==> src/rtl/nv_pipe_skid_rx.sv <==
// Receive-side 2-entry skid buffer: registers data, valid and ready for a valid/ready link,
// and raises a sticky flag when upstream changes payload or drops valid while stalled.
module nv_pipe_skid_rx #(
   parameter int unsigned DW = 32
) (
   input  logic          nvdla_core_clk,
   input  logic          nvdla_core_rstn,
   input  logic          in_pvld,
   output logic          in_prdy,
   input  logic [DW-1:0] in_pd,
   output logic          out_pvld,
   input  logic          out_prdy,
   output logic [DW-1:0] out_pd,
   output logic [1:0]    occ,
   input  logic          err_clr,
   output logic          err_proto
);

   logic          main_vld_q, main_vld_d;
   logic          skid_vld_q, skid_vld_d;
   logic [DW-1:0] main_pd_q, main_pd_d;
   logic [DW-1:0] skid_pd_q, skid_pd_d;
   logic          stall_q, stall_d;
   logic [DW-1:0] stall_pd_q;
   logic          err_q, err_d;
   logic          accept, pop, violation;

   // Ready depends only on the skid entry, so out_prdy never reaches in_prdy combinationally.
   assign in_prdy   = ~skid_vld_q;
   assign out_pvld  = main_vld_q;
   assign out_pd    = main_pd_q;
   assign occ       = {1'b0, main_vld_q} + {1'b0, skid_vld_q};
   assign err_proto = err_q;

   assign accept = in_pvld & in_prdy;
   assign pop    = main_vld_q & out_prdy;

   always_comb begin
      main_vld_d = main_vld_q;
      skid_vld_d = skid_vld_q;
      main_pd_d  = main_pd_q;
      skid_pd_d  = skid_pd_q;
      unique case ({main_vld_q, skid_vld_q})
         2'b00: begin
            if (accept) begin
               main_vld_d = 1'b1;
               main_pd_d  = in_pd;
            end
         end
         2'b10: begin
            if (accept && pop) begin
               main_pd_d = in_pd;
            end else if (accept) begin
               skid_vld_d = 1'b1;
               skid_pd_d  = in_pd;
            end else if (pop) begin
               main_vld_d = 1'b0;
            end
         end
         2'b11: begin
            if (pop) begin
               main_pd_d  = skid_pd_q;
               skid_vld_d = 1'b0;
            end
         end
         default: begin
         end
      endcase
   end

   // A stalled beat must be held unchanged with valid kept high; a new violation beats a clear.
   assign violation = stall_q & (~in_pvld | (in_pd != stall_pd_q));
   assign stall_d   = in_pvld & ~in_prdy;
   assign err_d     = violation | (err_q & ~err_clr);

   always_ff @(posedge nvdla_core_clk or negedge nvdla_core_rstn) begin
      if (!nvdla_core_rstn) begin
         main_vld_q <= 1'b0;
         skid_vld_q <= 1'b0;
         main_pd_q  <= '0;
         skid_pd_q  <= '0;
         stall_q    <= 1'b0;
         stall_pd_q <= '0;
         err_q      <= 1'b0;
      end else begin
         main_vld_q <= main_vld_d;
         skid_vld_q <= skid_vld_d;
         main_pd_q  <= main_pd_d;
         skid_pd_q  <= skid_pd_d;
         stall_q    <= stall_d;
         stall_pd_q <= in_pd;
         err_q      <= err_d;
      end
   end

`ifdef NV_PIPE_SKID_ASSERT
   skid_without_main: assert property (@(posedge nvdla_core_clk) disable iff (!nvdla_core_rstn)
      !(skid_vld_q && !main_vld_q));
`endif

endmodule

==> config.mk <==
export PLATFORM = sky130hd
export DESIGN_NAME = nv_pipe_skid_rx
export DESIGN_NICKNAME = d
export VERILOG_FILES = /design/src/rtl/nv_pipe_skid_rx.sv
export SDC_FILE = /design/constraint.sdc
export NUM_CORES = 1
export LEC_CHECK = 0
export ABC_AREA = 1
export CORE_MARGIN = 2
export CORE_UTILIZATION = 30
export CTS_CLUSTER_SIZE = 16
export DETAILED_ROUTE_END_ITERATION = 8
export DONT_BUFFER_PORTS = 1
export PLACE_DENSITY = 0.41
export SYNTH_ARGS = -nofsm -noshare
export SYNTH_HDL_FRONTEND = slang
export SYNTH_SLANG_ARGS = --single-unit
==> constraint.sdc <==
create_clock -name nvdla_core_clk -period 4.3 [get_ports nvdla_core_clk]
set_input_delay 0.86 -clock nvdla_core_clk [delete_from_list [all_inputs] [get_ports nvdla_core_clk]]
set_output_delay 0.86 -clock nvdla_core_clk [all_outputs]
set_load 0.02 [all_outputs]
=== After elaboration in Yosys (flattened, before gate mapping) ===
Cells that the tools add are included.

* Logic and storage cells: 49
* Bits in registers: 100
* Output and inout port bits: 37
* Bits of input ports: 37

* Add/sub/neg operators: 1
* Equal/unequal tests: 10
* Bitwise operators: 11
* Multiplexer cells: 11
* Reductions and logical operators: 9

{| class="wikitable"
|+ Operators with widths
! kind !! count
|-
| 32-bit two-way mux || 3
|-
| 32-bit case mux with 3 select lines || 1
|-
| 32-bit != test || 1
|-
| 2-bit != test (second input constant) || 7
|-
| 4-bit AND reduction || 2
|-
| 1-bit AND || 5
|-
| 1-bit two-way mux || 5
|-
| 5-bit AND reduction || 1
|-
| 2-bit equality test (second input constant) || 2
|-
| 1-bit NOT || 4
|-
| 1-bit case mux with 2 select lines || 2
|-
| 2-bit nonzero test || 2
|-
| 3-bit AND reduction || 1
|-
| 3-bit nonzero test || 1
|-
| 1-bit by 1-bit adder with 2-bit output || 1
|-
| 2-bit zero test || 1
|-
| 1-bit OR || 2
|-
| 1-bit logical AND || 1
|}

=== Logic depth before layout (Yosys ltp) ===
Gate-level depths: netlist of the first run.

* Depth after elaboration: 5
* Mapped depth: 11
* Mapped depth without buffers: 11

=== Least setup slack after synthesis of the first run ===
No wires, ideal clock.

* Path type: flip-flop to flip-flop
* From: register main_vld_q, in the netlist out_pvld
* To: register main_pd_q[16], in the netlist out_pd[16]
* Slack: 2.416 ns
* Arrival: 1.767 ns
* Cell stages (with the launch flop): 9
* Cell sequence: dfrtp_1 -> ha_1 -> buf_2 -> nand2_1 -> and3_1 -> buf_6 -> buf_8 -> nand2_2 -> o21ai_2

* Cells in the longest elaborated chain, start to end: 4
* Elaborated cells between the ends (all ways): 11
* Those cells by class: eq/ne (5); mux (1); bitwise (1); reduce/logical (4)

{| class="wikitable"
|+ RTL lines
! element !! line !! text
|-
| start, declared || 19 || <nowiki>logic main_vld_q, main_vld_d;</nowiki>
|-
| start signal, assigned || 86 || <nowiki>main_vld_q <= main_vld_d;</nowiki>
|-
| 1-bit AND || 36 || <nowiki>assign pop = main_vld_q & out_prdy;</nowiki>
|-
| 1-bit logical AND || 51 || <nowiki>if (accept && pop) begin</nowiki>
|-
| 2-bit != test (no source line) || -- ||
|-
| 4-bit AND reduction (no source line) || -- ||
|-
| end signal, assigned || 88 || <nowiki>main_pd_q <= main_pd_d;</nowiki>
|-
| end, declared || 21 || <nowiki>logic [DW-1:0] main_pd_q, main_pd_d;</nowiki>
|}

Parallel ways exist; a longest one is shown, timed or not.
A chain may end at the register's enable or synchronous reset.

=== Final worst setup path of the first run ===
* From: register main_vld_q, in the netlist out_pvld
* To: output occ[1]

* Cells in the longest elaborated chain, start to end: 1

{| class="wikitable"
|+ RTL lines
! element !! line !! text
|-
| 1-bit by 1-bit adder with 2-bit output || 32 || <nowiki>assign occ = {1'b0, main_vld_q} + {1'b0, skid_vld_q};</nowiki>
|-
| end, declared || 14 || <nowiki>output logic [1:0] occ,</nowiki>
|}

Every way passes these cells.

==> results of run 1 <==
==> flip-flops by register name, summed over array words and instances (netlist names) <==
register / flops
out_pd: 32
skid_pd_q: 32
stall_pd_q: 32
err_proto: 1
out_pvld: 1
skid_vld_q: 1
stall_q: 1
==> area by class of cell <==
| class | count | area (sq um) | share of cell area, % |
|---|---|---|---|
| Tap cell | 184 | 230 | 4.68 |
| Timing Repair Buffer | 1 | 7.51 | 0.153 |
| Multi-Input combinational cell | 304 | 1540 | 31.3 |
| Sequential cell | 100 | 2500 | 50.9 |
| Inverter | 89 | 334 | 6.79 |
| Clock inverter | 1 | 30.0 | 0.611 |
| Clock buffer | 14 | 274 | 5.57 |
==> where the power goes <==
part	switching, uW	total (uW)	internal, uW
combinational	713	1090	375
sequential	375	1640	1260
clock	343	839	496
==> worst paths after layout <==
kind	startpoint	endpoint	slack, ps	cells past startpoint
worst max-delay path	out_pvld	occ[1]	1330	2
max in group asynchronous	nvdla_core_rstn	err_proto	3970	0
worst min register to register	skid_pd_q[29]	skid_pd_q[29]	490	2
min in group nvdla_core_clk	skid_pd_q[29]	skid_pd_q[29]	490	2
worst min-delay path	nvdla_core_rstn	stall_pd_q[30]	200	0
worst max register to register	skid_vld_q	out_pd[1]	1770	9
==> metrics by stage <==
step           setup WS (ps)  area [sq um]
3_3_place_gp            1720          4610
6_report                1330          4920
4_1_cts                 1270          4920
2_1_floorplan           2420          4510
3_5_place_dp            1670          4610
5_1_grt                 1170          4920
==> placed cells by master, fill, tap and decap left out, drive strengths merged <==
master  netlist  layout
nand2       157     157
o21ai       102     102
dfrtp       100     100
inv          89      89
nor2         17      17
clkbuf        7      14
xnor2        10      10
nand4         5       5
nand3         5       5
ha            3       3
xor2          2       2
o22ai         1       1
and3          1       1
o211ai        1       1
bufinv        0       1
buf          14       1
==> cell families after synthesis <==
family	Yosys count	synth area share, %
and+or+nand+nor	185	16.7
adders and majority gates	3	0.833
xor gates and xnor gates	12	2.33
DFF	100	55.5
AOI/OAI and AO/OA	104	14.1
buffers and inverters	110	10.5
==> worst max-delay path: stages, from the launching register on <==
cell and delay, ps:
dfrtp_1 590, ha_2 660, buf_4 480
==> layer usage <==
| layer | GRT usage, % | share of wire, % |
|---|---|---|
| met1 | 16.5 | 46 |
| met2 | 19.2 | 44 |
| met3 | 5.23 | 7.2 |
| met4 | 6.01 | 2.3 |
| met5 | 0 | 0 |
==> results_dict.tcl, run 1 <==
set metrics [dict create \
    synthTopCellsByCount "nand2_1 (147), dfrtp_1 (100), inv_1 (87)" \
    grt_pass1_vias 3086 \
    io_buffers 0 \
    yosys-top-cells-area "dfrtp_1 (56%), nand2_1 (12%), o21ai_0 (7.7%)" \
    root_buffer "clkbuf_16" \
    drt_first_pass_iters 4 \
    critPathCaptureType "output pin" \
    cts_buffer_depth 2 \
    die_y_microns 127 \
    track_usage_pct 12.9 \
    power_density_nw_per_um2 725 \
    drt-vias-per-instance 4.37 \
    num_rows 44 \
    setup_violations 0 \
    whs_ps 201 \
    synth_top_cell_by_area "dfrtp_1" \
    maxSlewHeadroom_pct 29.3 \
    critPathKind "flip-flop to output pin" \
    die_w_microns 127 \
    hold_path_class "input port to async pin" \
    yosysWarnings 0 \
    utilization_pct 33.7 \
    placedCellCount 678 \
    max-vdd-ir-drop_v 0.000409 \
    fmax_mhz 337 \
    syn_avg_cell_area_sq_um 8.77 \
    initial_utilization_pct 30.9 \
    ys_types 23 \
    timing.final.max_slew_violations 0 \
    clk_latency_ps 350 \
    synthesis.area_sq_um 4510 \
    synthArstFlopShare_pct 100 \
    ctsHtreeMaxLevel 3 \
    cts_resized 0 \
    crit_path_start_kind "flip-flop" \
    cts_tree "done" \
    drive_above_1_share_pct 12.0 \
    cts_hold_buffers 0 \
    dp_hpwl_microns 6100 \
    finalNonFillerCells 693 \
    diodes 0 \
    route.detailed.drc 0 \
    io_pins 74 \
    gr-total-overflow 0 \
    nets 545 \
    first_iter_violations 143 \
    finalPower_uw 3570 \
    final.setup_skew_ps 6.22 \
    wl_per_cell_microns 13.7 \
    tns_ps 0 \
    post-route-period-util_pct 69.1 \
    cts.sinks 100 \
    syn_nets 554 \
    drtAntennaViolNets 0 \
    required_ps 3440 \
    post_cts_buffers 0 \
    crit_arrival_ps 2110 \
    fin_crit_ps 2970 \
    area_delta_synth_final_pct 9.10 \
    ys_seq_elements 100 \
    vias 3028 \
    outcome "finished clean" \
    rsz0062_at_grt "no" \
    antenna_found_initial 0 \
    synth_top_cell_area_share_pct 55.5 \
    tightestPinTransition_ps 1060 \
    numCtsBuffers 9 \
    synth-main-ff-cell "dfrtp_1" \
    synth_edf_count 0 \
    core_sq_um 14600 \
    fillers 1505 \
    syn_inst 514 \
    yosysSeqAreaShare_pct 55.5 \
    power_leakage_uw 0.00238 \
    max_cap_violations 0 \
    gp_congestion 0.697 \
    fp.dieArea_sq_um 16000 \
    cts.clk_slew.worst_paths_ps 60 \
    crit_fanout 35 \
    yosysMostFrequentCell "nand2_1" \
    grt_pass1_wl_microns 16100 \
    grt_max_degree 101 \
    drt-total-wl_microns 9490 \
    hold_violations 0 \
]
Power figures use the tool's default switching activity.
==> inputs of run 2 (changes only) <==
==> constraint.sdc (replaced) <==
create_clock -name nvdla_core_clk -period 3.1 [get_ports nvdla_core_clk]
set_input_delay 0.62 -clock nvdla_core_clk [delete_from_list [all_inputs] [get_ports nvdla_core_clk]]
set_output_delay 0.62 -clock nvdla_core_clk [all_outputs]
set_load 0.02 [all_outputs]
==> run 2 against run 1 <==
First-iteration DRC count rose by 9.1%. Hold slack got worse by 20 ps. Critical path type unchanged. Non-clock buffer count up 4. Critical path depth unchanged. Flip-flop and latch count is the same.
==> results_dict.tcl, run 2 (same netlist as run 1, synthesis figures left out) <==
set metrics [dict create \
    outcome "finished clean" \
    timing.final.max_slew_violations 0 \
    hold_violations 0 \
    cts_buffer_depth 2 \
    grt_pass1_wl_microns 16100 \
    ctsHtreeMaxLevel 3 \
    dp_hpwl_microns 6350 \
    p_sw_uw 2040 \
    drt_first_pass_iters 4 \
    multiInputGateArea_sq_um 1540 \
    fillers 1525 \
    drt-total-wl_microns 9550 \
    post_cts_buffers 0 \
    hold_path_class "input port to async pin" \
    wl_per_cell_microns 13.7 \
    cts.sinks 100 \
    die_y_microns 127 \
    layout_commonest_cell "nand2_1" \
    gp_congestion 0.716 \
    initial_utilization_pct 30.9 \
    setup_violations 0 \
    power_leakage_uw 0.00240 \
    diodes 0 \
    finalNonFillerCells 698 \
    die_w_microns 127 \
    critPathKind "flip-flop to output pin" \
    num_rows 44 \
    drt-vias-per-instance 4.39 \
    final.setup_skew_ps 10.2 \
    post-route-period-util_pct 78.4 \
    fin_crit_ps 2430 \
    tightestPinTransition_ps 707 \
    io_buffers 0 \
    area_delta_synth_final_pct 10.0 \
    grt_pass1_vias 3114 \
    vias 3064 \
    grt_max_degree 101 \
    clk_latency_ps 350 \
    combPwrFrac_pct 32.1 \
    power_density_nw_per_um2 1000 \
    core_sq_um 14600 \
    drive_above_1_share_pct 12.6 \
    placedCellCount 681 \
    fp.dieArea_sq_um 16000 \
    track_usage_pct 12.9 \
    p_int_uw 2940 \
    crit_fanout 67 \
    antenna_found_initial 0 \
    drtAntennaViolNets 0 \
    fmax_mhz 412 \
    crit_arrival_ps 1810 \
    first_iter_violations 156 \
    maxSlewHeadroom_pct 52.9 \
    max_cap_violations 0 \
    root_buffer "clkbuf_16" \
    max-vdd-ir-drop_v 0.000349 \
    route.detailed.drc 0 \
    cts_resized 0 \
    layout_common_cells "nand2_1 (146), dfrtp_1 (100), inv_1 (87)" \
    gr-total-overflow 0 \
    rsz0062_at_grt "no" \
    cts.clk_slew.worst_paths_ps 70 \
    required_ps 2480 \
    power_frac_seq_pct 45.9 \
    crit_path_start_kind "flip-flop" \
    tns_ps 0 \
    seqCellArea_sq_um 2500 \
    nets 549 \
    numCtsBuffers 9 \
    critPathCaptureType "output pin" \
    p_sw_share_pct 41.0 \
    cts_tree "done" \
    io_pins 74 \
    clockPowerShare_pct 22.0 \
]
## run 2: cell types whose count changed in the layout (fill, tap and decap cells not counted)
cell / change
buf_4: +2
buf_12: +1
buf_16: +1
bufinv_16: -1
clkbuf_1: +1
clkinv_2: +1
## run 2: timing repair
item / CTS / global route
hold buffers: 1 / 0
setup endpoints to repair: 0 / 0
endpoints found under the hold margin: 100 / 0
## run 2: final timing paths
kind	slack (ps)	cells after the start	end	from
max in group asynchronous	2500	1	skid_pd_q[18]	nvdla_core_rstn
setup / recovery	670	2	occ[1]	out_pvld
min in group nvdla_core_clk	290	0	stall_pd_q[29]	in_pd[29]
hold / removal	180	1	out_pd[1]	nvdla_core_rstn
setup reg to reg	850	7	out_pd[15]	out_pvld
hold reg to reg	490	2	skid_pd_q[4]	skid_pd_q[4]
## run 2: cell type report
type / count / share of cell area [%]
Clock buffer: 15 / 5.60
Clock inverter: 1 / 0.101
Inverter: 89 / 6.74
Multi-Input combinational cell: 304 / 31.1
Sequential cell: 100 / 50.5
Tap cell: 184 / 4.64
Timing Repair Buffer: 5 / 1.41
## run 2: power groups by stage
| stage | Sequential [uW] | Clock, uW | Combinational [uW] |
|---|---|---|---|
| 2_1_floorplan | 2230 | 0 | 1440 |
| 3_3_place_gp | 2300 | 0 | 1570 |
| 3_5_place_dp | 2320 | 0 | 1620 |
| 4_1_cts | 2290 | 1140 | 1660 |
| 5_1_grt | 2350 | 1200 | 1850 |
| 6_report | 2280 | 1090 | 1600 |
## run 2: metrics by stage
stage | cell area, sq um | setup slack (ps) | total power, uW | hold slack (ps) | util (%)
after floorplan | 4510 | 1220 | 3670 | 324 | -
after global placement | 4650 | 898 | 3880 | 328 | 31.9
after detailed placement | 4650 | 812 | 3930 | 329 | 31.9
after CTS | 4960 | 644 | 5100 | 228 | 34.0
after global routing | 4960 | 551 | 5390 | 225 | 34.0
final | 4960 | 671 | 4970 | 181 | 34.0
## run 2: critical path: stages, from the launching register on
cell	delay, ps
dfrtp_1	600
ha_2	260
buf_4	520
## run 2: metal layers
layer  vias up  wire, microns  GRT usage, %  share of wire, %
met3        11            679          4.39               7.1
met1      1433           4210          16.0                44
met5         -              0             0                 0
li1       1561              -             -                 -
met2        59           4450          20.1                47
met4         0            210          6.21               2.2
==> inputs of run 3 (changes only) <==
--- a/config.mk
+++ b/config.mk
@@ -11,7 +11,7 @@
 export CTS_CLUSTER_SIZE = 16
 export DETAILED_ROUTE_END_ITERATION = 8
 export DONT_BUFFER_PORTS = 1
-export PLACE_DENSITY = 0.41
+export PLACE_DENSITY = 0.42
 export SYNTH_ARGS = -nofsm -noshare
 export SYNTH_HDL_FRONTEND = slang
 export SYNTH_SLANG_ARGS = --single-unit
==> constraint.sdc (replaced) <==
create_clock -name nvdla_core_clk -period 2.1 [get_ports nvdla_core_clk]
set_input_delay 0.42 -clock nvdla_core_clk [delete_from_list [all_inputs] [get_ports nvdla_core_clk]]
set_output_delay 0.42 -clock nvdla_core_clk [all_outputs]
set_load 0.02 [all_outputs]
==> run 3 against run 2 <==
The flow now finishes with violations (negative hold slack). Critical path depth rose by 8. Sequential share of layout area fell by 1.1 points. Critical endpoint is now out_pd[20]. Combinational power rose by 63%.
==> results_dict.tcl, run 3 (same netlist as run 1, synthesis figures left out) <==
set metrics [dict create \
    antenna_found_initial 0 \
    numCtsBuffers 9 \
    finalPower_uw 7800 \
    max_cap_violations 0 \
    diodes 0 \
    io_pins 74 \
    rsz0062_at_grt "no" \
    post-route-period-util_pct 93.0 \
    crit_arrival_ps 2230 \
    vias 3081 \
    area_delta_synth_final_pct 12.5 \
    drt-vias-per-instance 4.40 \
    core_sq_um 14600 \
    p_sw_uw 3050 \
    critPathTopFamily "simple AND/OR/NAND/NOR gates" \
    io_buffers 0 \
    cts.clk_slew.worst_paths_ps 70 \
    critPathCaptureType "flip-flop" \
    grt_pass1_vias 3053 \
    slowest_delay_ps 420 \
    clk_latency_ps 350 \
    first_iter_violations 226 \
    p_int_uw 4750 \
    gp_congestion 0.715 \
    fp.dieArea_sq_um 16000 \
    combPwrFrac_pct 33.5 \
    outcome "finished, violations left" \
    tns_ps 0 \
    drt_first_pass_iters 4 \
    power_frac_seq_pct 42.7 \
    seqCellArea_sq_um 2500 \
    crit_buf_inv 3 \
    power_density_nw_per_um2 1540 \
    critPathKind "flip-flop to flip-flop" \
    wl_per_cell_microns 13.9 \
    layout_common_cells "nand2_1 (146), dfrtp_1 (100), inv_1 (87)" \
    num_rows 44 \
    crit_start "skid_vld_q" \
    timing.final.max_slew_violations 0 \
    die_w_microns 127 \
    nets 552 \
    cts.sinks 100 \
    place_area_sq_um 4700 \
    grt_max_degree 101 \
    track_usage_pct 12.8 \
    ctsHtreeMaxLevel 3 \
    gr-total-overflow 0 \
    finalWorstSetupSlack_ps 146 \
    drtAntennaViolNets 0 \
    route.detailed.drc 0 \
    drive_above_1_share_pct 13.7 \
    fmax_mhz 512 \
    crit_chain "inv_2 > ha_1 > nand3_2 > inv_2 > nand3_2 > o21ai_1 > and3_4 > buf_6 > nand2_2 > o21ai_2" \
    multiInputGateArea_sq_um 1540 \
    die_y_microns 127 \
    required_ps 2380 \
    p_sw_share_pct 39.1 \
    fin_crit_ps 1950 \
    grt_pass1_wl_microns 15800 \
    cts_buffer_depth 2 \
    crit_fanout 20 \
    dp_hpwl_microns 6130 \
    violations "negative hold slack" \
    r2r_start "skid_vld_q" \
    whs_ps -238 \
    hold_violations 100 \
    cts_tree "done" \
    place_ws_ps 132 \
    max-vdd-ir-drop_v 0.000600 \
    fillers 1541 \
    hold_path_class "input port to async pin" \
    power_leakage_uw 0.00246 \
    clockPowerShare_pct 23.8 \
    root_buffer "clkbuf_16" \
    layout_commonest_cell "nand2_1" \
    maxSlewHeadroom_pct 82.1 \
    tightestPinTransition_ps 269 \
    final.setup_skew_ps 6.40 \
    crit_path_start_kind "flip-flop" \
    drt-total-wl_microns 9720 \
    slowest_stage "dfrtp_1" \
    initial_utilization_pct 30.9 \
    setup_violations 0 \
    fin_area_sq_um 5070 \
]
## run 3: cell types whose count changed in the layout (fill, tap and decap cells not counted), sizes merged
cell | before | now
clkbuf | 15 | 13
clkinv | 1 | 2
bufinv | 0 | 2
buf | 5 | 7
## run 3: power by group through the flow
stage	combinational, uW	sequential, uW	clock, uW
after floorplan	2130	3290	0
after global placement	2440	3360	0
after detailed placement	2490	3370	0
after CTS	2490	3350	1940
after global routing	2990	3420	2020
final	2610	3330	1860
## run 3: final cells by class
cell class	instances	area share (%)
well taps	184	4.54
flip-flops and latches	100	49.4
inverters	89	6.59
multi-input cells	304	30.4
clock inverters	4	1.38
repair buffers	8	2.49
clock buffers	12	5.26
## run 3: worst reg2reg max path, cell delays in order (launching register included)
cell	delay [ps]
dfrtp_1	420
inv_2	170
ha_1	260
nand3_2	140
inv_2	90
nand3_2	60
o21ai_1	90
and3_4	260
buf_6	250
nand2_2	90
o21ai_2	60
## run 3: stage by stage
stage | instances | utilization [%]
after floorplan | 514 | -
after CTS | 700 | 34.5
after detailed placement | 684 | 32.2
after global placement | 684 | 32.2
after global routing | 701 | 34.8
final | 701 | 34.8
## run 3: worst paths after layout
path | end | slack [ps] | cells past startpoint
min | out_pd[1] | -240 | 0
max reg2reg | out_pd[20] | 150 | 10
min in group nvdla_core_clk | stall_pd_q[7] | 90 | 0
max | out_pd[20] | 150 | 10
max in group asynchronous | out_pd[18] | 2200 | 0
min reg2reg | skid_pd_q[19] | 480 | 2
## run 3: metal layers
metal	track usage, %	wire (microns)
met1	16.7	4470
met3	3.80	524
met2	19.2	4460
met5	0	0
met4	6.33	272
## run 3: timing repair
item                                   4_1_cts  5_1_grt
gates resized for setup                      0        2
buffers inserted                             0        0
endpoints found under the hold margin      100      100
setup endpoints to repair                    0        6
